===== src/rtl/mac_sequencer.sv =====
// Operand sequencer and psum collector for a single 3-cycle kernel_mac lane:
// streams weight/iact pairs into the MAC and folds its output back as the next psum.
module mac_sequencer #(
  parameter int OP_WIDTH    = 8,
  parameter int ACC_WIDTH   = 20,
  parameter int KMAX        = 16,
  parameter int MAC_LATENCY = 3
) (
  input  logic                       clk,
  input  logic                       rst,
  input  logic                       start,
  input  logic [$clog2(KMAX+1)-1:0]  cfg_k,
  input  logic [ACC_WIDTH-1:0]       bias,
  output logic                       busy,
  input  logic                       w_wr_en,
  input  logic [$clog2(KMAX)-1:0]    w_wr_addr,
  input  logic [OP_WIDTH-1:0]        w_wr_data,
  input  logic                       iact_valid,
  output logic                       iact_ready,
  input  logic [OP_WIDTH-1:0]        iact_data,
  output logic [OP_WIDTH-1:0]        mac_weights,
  output logic [OP_WIDTH-1:0]        mac_iacts,
  output logic [ACC_WIDTH-1:0]       mac_psums,
  input  logic [ACC_WIDTH-1:0]       mac_outputs,
  output logic                       out_valid,
  input  logic                       out_ready,
  output logic [ACC_WIDTH-1:0]       out_data,
  output logic [1:0]                 dbg_state
);

  localparam int KW = $clog2(KMAX + 1);
  localparam int AW = $clog2(KMAX);
  localparam logic [1:0]    DRAIN_LAST = 2'(MAC_LATENCY - 1);
  localparam logic [KW-1:0] K_MAX      = KW'(KMAX);

  typedef enum logic [1:0] {S_IDLE, S_RUN, S_DRAIN, S_OUT} state_t;

  state_t               r_state;
  state_t               w_next;
  logic [KW-1:0]        r_idx;
  logic [KW-1:0]        r_k;
  logic [KW-1:0]        w_idx_inc;
  logic [ACC_WIDTH-1:0] r_bias;
  logic [1:0]           r_drain_cnt;
  logic                 r_first;
  logic                 r_slot_p1, r_slot_p2;
  logic                 r_first_p1, r_first_p2;
  logic [OP_WIDTH-1:0]  r_wmem [KMAX];
  logic                 w_start_ok;
  logic                 w_hs;

  // Both streams use strict valid/ready: a transfer happens on a rising edge
  // where valid and ready are both high; ready never depends on a future cycle.

  assign w_idx_inc = r_idx + KW'(1);
  assign dbg_state = r_state;

  always_comb begin
    w_next      = r_state;
    busy        = 1'b1;
    iact_ready  = 1'b0;
    w_hs        = 1'b0;
    w_start_ok  = 1'b0;
    mac_weights = '0;
    mac_iacts   = '0;
    out_valid   = 1'b0;
    case (r_state)
      S_IDLE: begin
        busy = 1'b0;
        if (start && (cfg_k != '0) && (cfg_k <= K_MAX)) begin
          w_start_ok = 1'b1;
          w_next     = S_RUN;
        end
      end
      S_RUN: begin
        iact_ready = (r_idx < r_k);
        w_hs       = iact_ready && iact_valid;
        if (w_hs) begin
          mac_weights = r_wmem[r_idx[AW-1:0]];
          mac_iacts   = iact_data;
          if (w_idx_inc == r_k) w_next = S_DRAIN;
        end
      end
      S_DRAIN: begin
        if (r_drain_cnt == DRAIN_LAST) w_next = S_OUT;
      end
      S_OUT: begin
        out_valid = 1'b1;
        if (out_ready) w_next = S_IDLE;
      end
      default: w_next = S_IDLE;
    endcase
  end

  // The MAC consumes a slot's psum two cycles after its operands, so track
  // which cycles carry a slot and which slot is the first one of the job.
  assign mac_psums = r_slot_p2 ? (r_first_p2 ? r_bias : mac_outputs) : '0;

  always_ff @(posedge clk) begin
    if (rst) begin
      r_state     <= S_IDLE;
      r_idx       <= '0;
      r_k         <= '0;
      r_bias      <= '0;
      r_drain_cnt <= '0;
      r_first     <= 1'b0;
      r_slot_p1   <= 1'b0;
      r_slot_p2   <= 1'b0;
      r_first_p1  <= 1'b0;
      r_first_p2  <= 1'b0;
      out_data    <= '0;
    end else begin
      r_state    <= w_next;
      r_first    <= w_start_ok;
      r_slot_p1  <= (r_state == S_RUN);
      r_slot_p2  <= r_slot_p1;
      r_first_p1 <= r_first;
      r_first_p2 <= r_first_p1;
      if (w_start_ok) begin
        r_k         <= cfg_k;
        r_bias      <= bias;
        r_idx       <= '0;
        r_drain_cnt <= '0;
      end
      if (w_hs) r_idx <= w_idx_inc;
      if (r_state == S_DRAIN) begin
        r_drain_cnt <= r_drain_cnt + 2'd1;
        if (r_drain_cnt == DRAIN_LAST) out_data <= mac_outputs;
      end
    end
  end

  // Scratchpad has no reset; writes land only while idle.
  always_ff @(posedge clk) begin
    if (w_wr_en && (r_state == S_IDLE)) r_wmem[w_wr_addr] <= w_wr_data;
  end

endmodule


===== config.mk =====
export PLATFORM = sky130hd
export DESIGN_NAME = mac_sequencer
export DESIGN_NICKNAME = d
export VERILOG_FILES = /design/src/rtl/mac_sequencer.sv
export SDC_FILE = /design/constraint.sdc
export NUM_CORES = 1
export LEC_CHECK = 0
export ABC_AREA = 0
export CAP_MARGIN = 20
export CORE_MARGIN = 1
export CORE_UTILIZATION = 57
export CTS_CLUSTER_SIZE = 40
export DETAILED_ROUTE_END_ITERATION = 16
export GPL_ROUTABILITY_DRIVEN = 0
export GPL_TIMING_DRIVEN = 0
export PLACE_DENSITY = 0.82
export RECOVER_POWER = 50
export SYNTH_ARGS = -nofsm -noshare
export SYNTH_HDL_FRONTEND = slang
export SYNTH_SLANG_ARGS = --single-unit

===== constraint.sdc =====
create_clock -name clk -period 3.88 [get_ports clk]
set_input_delay 0.388 -clock clk [delete_from_list [all_inputs] [get_ports clk]]
set_output_delay 0.388 -clock clk [all_outputs]
set_load 0.005 [all_outputs]

# Word level (Yosys, flattened, before mapping)
# Memories as Yosys holds them, arrays and structs flattened. A register that Yosys moved wholly into a read port is not among the register bits.
# Index checks and enable logic that the tools add are counted.
[totals] mem_count=1 ff_bits=59 wordCells=62 ram_bits=128
[mem_list] name="r_wmem" words=16 word_bits=8 read_ports=1 rd_ports_with_merged_regs=1 wr=1 line="48" rtl="logic [OP_WIDTH-1:0] r_wmem [KMAX];"
[op_classes] n_addsub=2 muxes=26 n_reduce_logical=10 magnitude_cmp=2 eq_ne=10
[op_table] cell="20-bit two-way mux" n=2
[op_table] cell="8-bit two-way mux" n=4
[op_table] cell="2-bit two-way mux" n=7
[op_table] cell="5-bit two-way mux" n=2
[op_table] cell="2-bit != test (second input constant)" n=5
[op_table] cell="1-bit two-way mux" n=8
[op_table] cell="4-bit two-way mux" n=2
[op_table] cell="2-bit case mux with 4 select lines" n=1
[op_table] cell="2-bit equality test (second input constant)" n=3
[op_table] cell="5-bit by 1-bit adder with 5-bit output (second input constant)" n=1
[op_table] cell="5-bit equality test" n=1
[op_table] cell="5-bit less-or-equal comparator (second input constant)" n=1
[op_table] cell="5-bit < comparator" n=1
[op_table] cell="5-bit AND reduction" n=1
[op_table] cell="5-bit nonzero test" n=1
[op_table] cell="1-bit logical AND" n=4
[op_table] cell="2-bit nonzero test" n=2
[op_table] cell="2-bit by 1-bit adder with 2-bit output (second input constant)" n=1
[op_table] cell="2-bit by 1-bit equality test with 1-bit output (second input constant)" n=1
[op_table] cell="2-bit logical NOT" n=1
[op_table] cell="2-bit AND reduction" n=1

# Logic depth before layout (Yosys ltp)
[logic_depth] ltp_word=9 depth_mapped=8

# Least setup slack after synthesis
# No wires, ideal clock.
[synth_timing] path_kind="reg-to-reg" from="register r_state[0] (netlist: dbg_state[0])" to="memory r_wmem[0][0], enable pin" setup_ps=383 path_stages_with_launch=6 path_buffers=0 arrival_ps=1728 t_required_ps=3497 slack_ps=1769 synth_period_minus_slack_ps=2111 cell_sequence="dfxtp_1 inv_1 ha_1 nand2_1 or3_1 nor3_1"
[synth_via] elab_chain_cells=4
[synth_rtl] item="start: declaration" line="38" rtl="state_t r_state;"
[synth_rtl] item="start signal: assignment" line="113" rtl="r_state <= w_next;"
[synth_rtl] item="2-bit logical NOT" line="135" rtl="if (w_wr_en && (r_state == S_IDLE)) r_wmem[w_wr_addr] <= w_wr_data;"
[synth_rtl] item="1-bit logical AND" line="135"
[synth_rtl] item="1-bit two-way mux" line="135"
[synth_rtl] item="1-bit two-way mux (not written as such)" line="135"
[synth_rtl] item="end: declaration" line="48"
# Every way passes these cells.

==> summary.md <==
| Metric | Value |
|---|---|
| Core Region | roughly 13,000 µm² |
| Crit Path Category | flip-flop to output pin |
| Postcts setup bufs | 0 |
| Peak supply drop | ~0.00027 V |
| YS warnings | 0 |
| Top Layer Used | met4 |
| Fin crit period | ~3.5 ns |
| Syn_nets | approximately 650 |
| Max Transition Viols Final | 0 |
| Met2 wire length | between 10,000 and 15,000 µm |
| Worst setup SP type | flip-flop |
| Syn_area_per_cell | around 14 µm² |
| Root buffer cell | clkbuf_16 |
| P_leak | ~3.4 nW |
| Starting Density | 59.33% |
| Fin Setup TNS | 0 ns |
| Yosys top cell by area | edfxtp_1 |
| DIE AREA | approximately 14,000 µm² |
| I/O Pins | 132 |
| Drt total wl | slightly above 20,000 µm |
| Routed length on met1 | between 7000 and 8000 µm |
| Area grow syn2layout | 27.64% |
| Total track usage | about 30% |
| Yosys reg bits | 191 |
| Worst hold path depth | 3 |
| Clk_lat worst skew | 0.43 ns |
| Asr flop ratio synth | 0% |
| Setup violations, final | 0 |
| DIE WIDTH | between 100 and 150 µm |
| Max-capacitance violation count | 0 |
| Top post-synthesis cells by area | edfxtp_1, dfxtp_1, mux4_1 |
| Clk slew on worst S/H paths | about 0.070 ns |
| Worst slew margin | between 40 and 50% |
| Post-route ant nets | 0 |
| Clock Skew | 0.008714 ns |
| Most frequent cell after synthesis | edfxtp_1 |
| Pwr dens | about 500 nW/µm² |
| CTS tree | built |
| Clock sink total | 191 |
| Final HPWL DP | about 14,000 µm |
| Critical path arrival | between 3 and 4 ns |
| DRC | 0 |
| Worst Path Max Fanout | 10 |
| Register area share after synthesis | around 64% |
| Slew @ Worst Pin | 0.8586 ns |
| Num CTS Buffers | 17 |
| Tot Pwr | around 4.9 mW |
| Grt total ovfl | 0 |
| Area of the multi-input gates | 2674 µm² |
| Critical path required time | about 3.5 ns |
| Final nets | 806 |
| Vias in the first global route | about 5.5k |
| Post-synthesis cell type count | 37 |
| Register area | 5105 µm² |
| Initial antenna violation count | 0 |
| Via Count | between 5k and 6k |
| Hold Crit Class | input port to flip-flop |
| Filler instances | between 800 and 900 |
| Period utilisation layout | around nine tenths |
| Largest net degree at the start of global routing | 18 |
| Row Count | 42 |
| Outcome | completed |
| Port buffer count | 130 |
| Post-synth top cells | edfxtp_1, nand2_1, dfxtp_1, a21oi_1, mux4_1 |
| Ratio of cells with drive above 1 in the final layout | between 6 and 7% |
| Achievable clock frequency | between 0.2 and 0.3 GHz |
| Die height | between 100 and 150 µm |
| Pre-antenna DRT Iters | 5 |
| Top-area cell type share of the netlist area | between 40 and 50% |
| Post-synth EDFFs | between 100 and 150 |
| Synth Cell Area | 7981 µm² |
| Vias per inst | 5.941 |
| Synth Instances | 570 |
| Reg2Reg Depth | 6 |
| Global-route wire length before repair | a little over 30,000 µm |
| Primary FF master, synth | edfxtp_1 |
| RSZ-0062 raised after global routing | false |
| Final Hold Viols | 0 |
| CTS max path bufs | 2 |
| Met3 routed wirelength | about 1500 µm |
| H-Tree Depth | 4 |
| Initial detailed-routing violation count | 559 |
| WL per Instance | 22.20 µm |
| # hold bufs at CTS | 0 |
| Cts repair resizes | 0 |
| Crit end category | output pin |
report_power, final:
group	internal [mW]	total, mW	switching (mW)
registers	2.25	2.30	0.0492
clock network	1.17	1.93	0.759
logic	0.332	0.715	0.383
layer usage:
layer / global-route usage, % / vias up
li1: - / 2419
met1: 36.45 / 2677
met2: 50.50 / 288
met3: 7.028 / 40
met4: 12.19 / 0
met5: 0 / -
sequential cells by signal (all words and copies together) (netlist names), named ones only:
signal / cells
dbg_state: 2
r_drain_cnt: 2
r_bias: 20
r_slot_p1: 1
r_first_p2: 1
r_wmem: 128
r_slot_p2: 1
r_k: 5
r_first: 1
r_first_p1: 1
out_data: 20
r_idx: 5
metrics by stage:
stage          hold WS, ns  std cells  instance area [µm²]  util [%]  worst slack, ns
2_1_floorplan       0.4138        570                 7981         -            1.769
3_3_place_gp        0.4191        876                 9503     70.64           0.9874
3_5_place_dp        0.4342        880                 9530     70.84           0.8800
6_report            0.3966        913                10190     75.73           0.4198
4_1_cts             0.3972        912                10180     75.71           0.3668
5_1_grt             0.4550        912                10180     75.71           0.2875
cell usage in the layout, fill, tap and decap left out, types with 2 or more instances in the layout:
cell / count
edfxtp_1: 128
nand2_1: 100
clkdlybuf4s50_1: 98
dfxtp_1: 63
a21oi_1: 51
dlygate4sd3_1: 32
clkbuf_1: 28
mux4_1: 28
nor2b_1: 24
mux2i_1: 23
nor2_1: 18
and2_1: 17
clkbuf_16: 17
inv_1: 12
mux4_2: 12
ha_1: 12
nand2b_1: 9
nand3_1: 7
nor3_1: 5
bufinv_16: 5
buf_6: 3
buf_1: 3
xnor2_1: 3
a311oi_1: 3
buf_4: 3
a21o_1: 2
nand4_1: 2
or3_1: 2
nor4_1: 2
a41oi_1: 2
inv_6: 2
clkinvlp_4: 2
worst paths after layout:
check / startpoint / to / slack [ns]
setup reg to reg: dbg_state[0]$_SDFFE_PP0P_ / r_wmem[0][5]$_DFFE_PP_ / 1.40
hold reg to reg: r_first_p1$_SDFF_PP0_ / r_first_p2$_SDFF_PP0_ / 0.45
setup / recovery: flip-flop / mac_weights[4] / 0.42
hold / removal: rst / dbg_state[1]$_SDFFE_PP0P_ / 0.40
logic make-up after synthesis:
| kind of cell | synth area share (%) |
|---|---|
| DFF | 63.96 |
| buffers and inverters | 2.539 |
| AOI/OAI and AO/OA | 4.531 |
| and+or+nand+nor | 11.16 |
| muxes | 15.49 |
| adders and majority gates | 1.881 |
| xor gates and xnor gates | 0.4390 |
critical path: stages, from the launching register on:
cell and delay (ns):
dfxtp_1 0.42, buf_1 0.59, mux4_1 0.50, mux4_2 0.53
and2_1 0.17, clkdlybuf4s50_1 0.43
cell type report:
class,count,area share [%]
Antenna cell,1,0.02456
Buffer,33,1.548
Clock buffer,20,4.385
Clock inverter,12,2.039
Inverter,12,0.4422
Multi-Input combinational cell,334,26.25
Sequential cell,191,50.11
Tap cell,176,2.162
Timing Repair Buffer,134,13.04
(Power assumes the default switching activity.)
